**config.mk**
```make
export PLATFORM = sky130hd
export DESIGN_NAME = mac_3x3_acc
export DESIGN_NICKNAME = d
export VERILOG_FILES = /design/src/rtl/mac_pkg.sv /design/src/rtl/mul_3x3.sv /design/src/rtl/mac_3x3_acc.sv
export SDC_FILE = /design/constraint.sdc
export NUM_CORES = 1
export LEC_CHECK = 0
export BUFFER_PORTS_ARGS = -buffer_cell sky130_fd_sc_hd__buf_2
export CAP_MARGIN = 20
export CORE_UTILIZATION = 50
export DETAILED_ROUTE_END_ITERATION = 10
export GPL_TIMING_DRIVEN = 0
export PLACE_DENSITY = 0.76
export REMOVE_ABC_BUFFERS = 1
export SLEW_MARGIN = 20
export SYNTH_ARGS = -nofsm -noshare
export SYNTH_HDL_FRONTEND = slang
export SYNTH_SLANG_ARGS = --single-unit
```
**constraint.sdc**
```tcl
create_clock -name clk -period 6.3 [get_ports clk]
set_input_delay 1.26 -clock clk [delete_from_list [all_inputs] [get_ports clk]]
set_output_delay 1.26 -clock clk [all_outputs]
set_load 0.01 [all_outputs]
```
**src/rtl/mac_pkg.sv**
```systemverilog
// Shared operand/product widths and FSM encoding for the 3x3 multiply-accumulate slice.
package mac_pkg;
  localparam int MUL_W  = 3;
  localparam int PROD_W = 6;

  typedef enum logic {
    ACCUM = 1'b0,
    DONE  = 1'b1
  } state_t;
endpackage

```
**src/rtl/mul_3x3.sv**
```systemverilog
// Combinational 3x3 unsigned multiplier; zero latency, no flow control.
module mul_3x3
  import mac_pkg::*;
(
  input  logic [MUL_W-1:0]  a,
  input  logic [MUL_W-1:0]  b,
  output logic [PROD_W-1:0] prod
);

  assign prod = PROD_W'(a) * PROD_W'(b);

endmodule

```
**src/rtl/mac_3x3_acc.sv**
```systemverilog
// Sums N_TERMS registered 3x3 products; result valid N_TERMS+1 cycles after first accept.
// Backpressure: result held and in_ready low until out_ready consumes it.
module mac_3x3_acc
  import mac_pkg::*;
#(
  parameter int N_TERMS = 4,
  parameter int ACC_W   = 8
) (
  input  logic             clk,
  input  logic             rst,
  input  logic             in_valid,
  output logic             in_ready,
  input  logic [MUL_W-1:0] a,
  input  logic [MUL_W-1:0] b,
  output logic             out_valid,
  input  logic             out_ready,
  output logic [ACC_W-1:0] acc_out,
  output logic             ovf
);

  localparam int CNT_W = $clog2(N_TERMS + 1);
  localparam logic [CNT_W-1:0] N_CNT = CNT_W'(N_TERMS);

  state_t             state_q, state_d;
  logic [MUL_W-1:0]   op_a_q, op_a_d;
  logic [MUL_W-1:0]   op_b_q, op_b_d;
  logic               op_v_q, op_v_d;
  logic [CNT_W-1:0]   acc_cnt_q, acc_cnt_d;
  logic [CNT_W-1:0]   term_cnt_q, term_cnt_d;
  logic [ACC_W-1:0]   acc_q, acc_d;
  logic               ovf_q, ovf_d;
  logic               out_valid_q, out_valid_d;
  logic               in_ready_q, in_ready_d;
  logic [PROD_W-1:0]  prod;
  logic [ACC_W:0]     sum;
  logic               accept;

  mul_3x3 u_mul (
    .a    (op_a_q),
    .b    (op_b_q),
    .prod (prod)
  );

  assign accept = in_valid && in_ready_q;

  always_comb begin
    state_d     = state_q;
    op_a_d      = op_a_q;
    op_b_d      = op_b_q;
    op_v_d      = 1'b0;
    acc_cnt_d   = acc_cnt_q;
    term_cnt_d  = term_cnt_q;
    acc_d       = acc_q;
    ovf_d       = ovf_q;
    out_valid_d = out_valid_q;
    sum         = {1'b0, acc_q} + {{(ACC_W + 1 - PROD_W){1'b0}}, prod};

    if (accept) begin
      op_a_d    = a;
      op_b_d    = b;
      op_v_d    = 1'b1;
      acc_cnt_d = acc_cnt_q + CNT_W'(1);
    end

    // The carry out of the widened sum is the overflow of this addition.
    if (op_v_q) begin
      acc_d      = sum[ACC_W-1:0];
      ovf_d      = ovf_q | sum[ACC_W];
      term_cnt_d = term_cnt_q + CNT_W'(1);
      if (term_cnt_d == N_CNT) begin
        state_d     = DONE;
        out_valid_d = 1'b1;
      end
    end

    if (state_q == DONE && out_valid_q && out_ready) begin
      state_d     = ACCUM;
      out_valid_d = 1'b0;
      acc_d       = '0;
      ovf_d       = 1'b0;
      acc_cnt_d   = '0;
      term_cnt_d  = '0;
      op_v_d      = 1'b0;
    end

    // Registered so in_ready never depends on in_valid within a cycle.
    in_ready_d = (state_d == ACCUM) && (acc_cnt_d < N_CNT);
  end

  always_ff @(posedge clk or posedge rst) begin
    if (rst) begin
      state_q     <= ACCUM;
      op_a_q      <= '0;
      op_b_q      <= '0;
      op_v_q      <= 1'b0;
      acc_cnt_q   <= '0;
      term_cnt_q  <= '0;
      acc_q       <= '0;
      ovf_q       <= 1'b0;
      out_valid_q <= 1'b0;
      in_ready_q  <= 1'b1;
    end else begin
      state_q     <= state_d;
      op_a_q      <= op_a_d;
      op_b_q      <= op_b_d;
      op_v_q      <= op_v_d;
      acc_cnt_q   <= acc_cnt_d;
      term_cnt_q  <= term_cnt_d;
      acc_q       <= acc_d;
      ovf_q       <= ovf_d;
      out_valid_q <= out_valid_d;
      in_ready_q  <= in_ready_d;
    end
  end

  assign in_ready  = in_ready_q;
  assign out_valid = out_valid_q;
  assign acc_out   = acc_q;
  assign ovf       = ovf_q;

endmodule

```
==> impl_results.md <==
- Status: finished clean
- Die Y: 55.83 µm
- Worst Hold Class: reg2reg
- Avg Synthesized Cell Area: between 10 and 15 µm²
- Initial DRC count: 31
- Core ar.: around 2800 µm²
- Skew-Pair Late Insertion Delay: ~0.33 ns
- Cts-stage hold buffer count: 0
- Hold_ws: roughly 0.55 ns
- CP Data Required Time: between 6 and 7 ns
- Max-Cap Viols: 0
- Final Cycle Share: 48.65%
- Pre-CTS setup slack: around 3.3 ns
- Post-route setup TNS: 0 ns
- Sink Count: 25
- Vias per cell: ~5.7
- Antenna violations before repair: 0
- Antenna fix cells: 0
- Synth area leader: dfrtp_1
- First-pass GRT wire length: approximately 4600 µm
- Synth unique cells: 34
- Num CTS Buffers: 3
- Mapped Cells: around 140
- Startpoint types: register
- Max-slew violation count: 0
- Final setup violation count: 0
- RSZ-0062 raised after global routing: false
- Max FO, Critical Path: 4
- Clock slew at the register clock pins of the worst setup and hold paths: 0.14 ns
- Synth Cell Area: between 1000 and 1500 µm²
- Most common library cells after synthesis: dfrtp_1, nor2_1, ha_1
- Slew headroom: around 37%
- Root Driver: clkbuf_4
- Largest net degree at the start of global routing: 26
- GR Overflow Total: 0
- Via count: between 1k and 1.5k
- Post-synthesis register bit count: 25
- IO buf count: 20
- Number of global-route vias before repair: about 1.1k
- Crit path DAT: roughly 3.3 ns
- Seq/Total Area, Yosys: 43.26%
- 1st-pass router iterations: 4
- Yosys warning total: 0
- Worst Tran Pin Value: roughly 0.94 ns
- Area growth from synthesis to layout: 10.10%
- GPL Wtd Cong: between 0.7 and 0.8
- Horiz. Die Dim: around 56 µm
- Min cycle time layout: 3.065 ns
- # rows: 19
- Total track usage: a little under a fifth
- Most numerous cell in the Yosys netlist: dfrtp_1
- Top cell type's share of synthesized area: roughly 41%
- Drc violations: 0
- Asr flop ratio synth: between 90% and 100%
- EDFF count, synth: 0
- Die area: around 3100 µm²
- Ys flop type: dfrtp_1
- DP Wirelength: approximately 2100 µm
- H-tree levels: 1
- Fmax achieved: around 330 MHz
- CTS tree: built
- Ranking of synthesized cells by area: dfrtp_1, ha_1, fa_1, mux2_2, nor2_1
- Num ports: 21
- Resized cells post-CTS: 0
- Hold Vio Cnt, Final: 0
- Setup slack after layout: roughly 3.2 ns
- Routed wire per std cell: ~15 µm
- Kind of critical path: reg2reg
- Setup Fix Bufs, Post-CTS: 0
- Post-route ant nets: 0
- Fin Clk Skew: between 0.009 and 0.01 ns
- Crit. End Element: register
- Overall routed net length: approximately 2700 µm
- Fillers: ~240
- Layout Nets: 184
- Layout cells sized above 1: between 10% and 20%
- Initial Util: 52.54%
- CTS max path bufs: 2
-- worst max-delay path: stages, from the launching register on --
cell	delay, ns
dfrtp_1	0.43
nand2_1	0.10
fa_1	0.54
inv_1	0.06
fa_1	0.52
fa_1	0.48
a21o_1	0.19
a21o_1	0.21
or3_1	0.31
o2111a_1	0.12
-- area by class of cell --
| cell class | count | area, µm² | share of cell area (%) |
|---|---|---|---|
| Multi-Input combinational cell | 96 | 762.0 | 47.76 |
| Clock buffer | 4 | 26.28 | 1.647 |
| Tap cell | 31 | 38.79 | 2.431 |
| Inverter | 11 | 41.29 | 2.588 |
| Sequential cell | 25 | 626.9 | 39.29 |
| Timing Repair Buffer | 20 | 100.1 | 6.275 |
-- per-layer routing --
metal  global-route usage (%)  vias up  wire length (µm)
li1                         -      507                 -
met1                    22.50      526              1154
met2                    34.25       32              1418
met3                    3.023        7               103
met4                    7.317        0                55
met5                        0        -                 0
-- per-stage QoR --
step           cell area (µm²)  utilization, %  std cells
3_3_place_gp              1569           56.90        183
3_5_place_dp              1569           56.90        183
5_1_grt                   1595           57.85        187
2_1_floorplan             1430               -        132
4_1_cts                   1595           57.85        187
6_report                  1595           57.85        187
-- cells in the final DEF, fill, tap and decap left out, types with 2 or more instances in the layout --
cell / netlist / final
a211oi_1: 3 / 3
a21o_1: 4 / 4
a21oi_1: 3 / 3
and2_1: 6 / 6
and3_1: 3 / 3
buf_2: 3 / 20
clkbuf_4: 0 / 3
dfrtp_1: 24 / 24
fa_1: 5 / 5
ha_1: 12 / 12
inv_1: 11 / 11
mux2_2: 6 / 6
mux2i_1: 4 / 4
nand2_1: 8 / 8
nand3_1: 6 / 6
nor2_1: 15 / 15
xnor2_1: 2 / 2
xor2_1: 4 / 4
-- flip-flops by register name (all words and copies together), names as in the netlist --
signal / flops
state_q: 1
in_ready: 1
acc_cnt_q: 3
out_valid: 1
op_b_q: 3
term_cnt_q: 3
ovf: 1
op_a_q: 3
acc_out: 8
op_v_q: 1
-- kinds of logic (layout without fill, tap and decap cells) --
logic type               after synthesis  after routing  share of synthesized area [%]
AO/OA/AOI/OAI                         21             21                          10.71
XOR/XNOR                               6              6                          3.627
flip-flops                            25             25                          43.26
AND/OR/NAND/NOR                       42             42                          13.56
buffers and inverters                 15             35                          4.145
multiplexers                          10             10                          7.426
adder cells (fa/ha/maj)               17             17                          17.27
-- worst paths after layout --
path                                     startpoint                       end  slack (ns)  cells past startpoint
hold reg to reg            acc_cnt_q[1]$_DFFE_PP0P_  acc_cnt_q[1]$_DFFE_PP0P_        0.55                      2
max in group asynchronous                       rst    acc_out[7]$_DFFE_PP0P_        4.60                      2
setup / recovery              op_b_q[2]$_DFFE_PP0P_    acc_out[5]$_DFFE_PP0P_        3.23                      9
setup reg to reg              op_b_q[2]$_DFFE_PP0P_    acc_out[5]$_DFFE_PP0P_        3.23                      9
hold / removal             acc_cnt_q[1]$_DFFE_PP0P_  acc_cnt_q[1]$_DFFE_PP0P_        0.55                      2
min in group asynchronous                       rst    acc_cnt_q[2]$_DFF_PP0_        1.12                      2
Power is left out: the tool's default activity adds up to more than one toggle a clock period on the data nets, which glitch-free logic cannot reach.
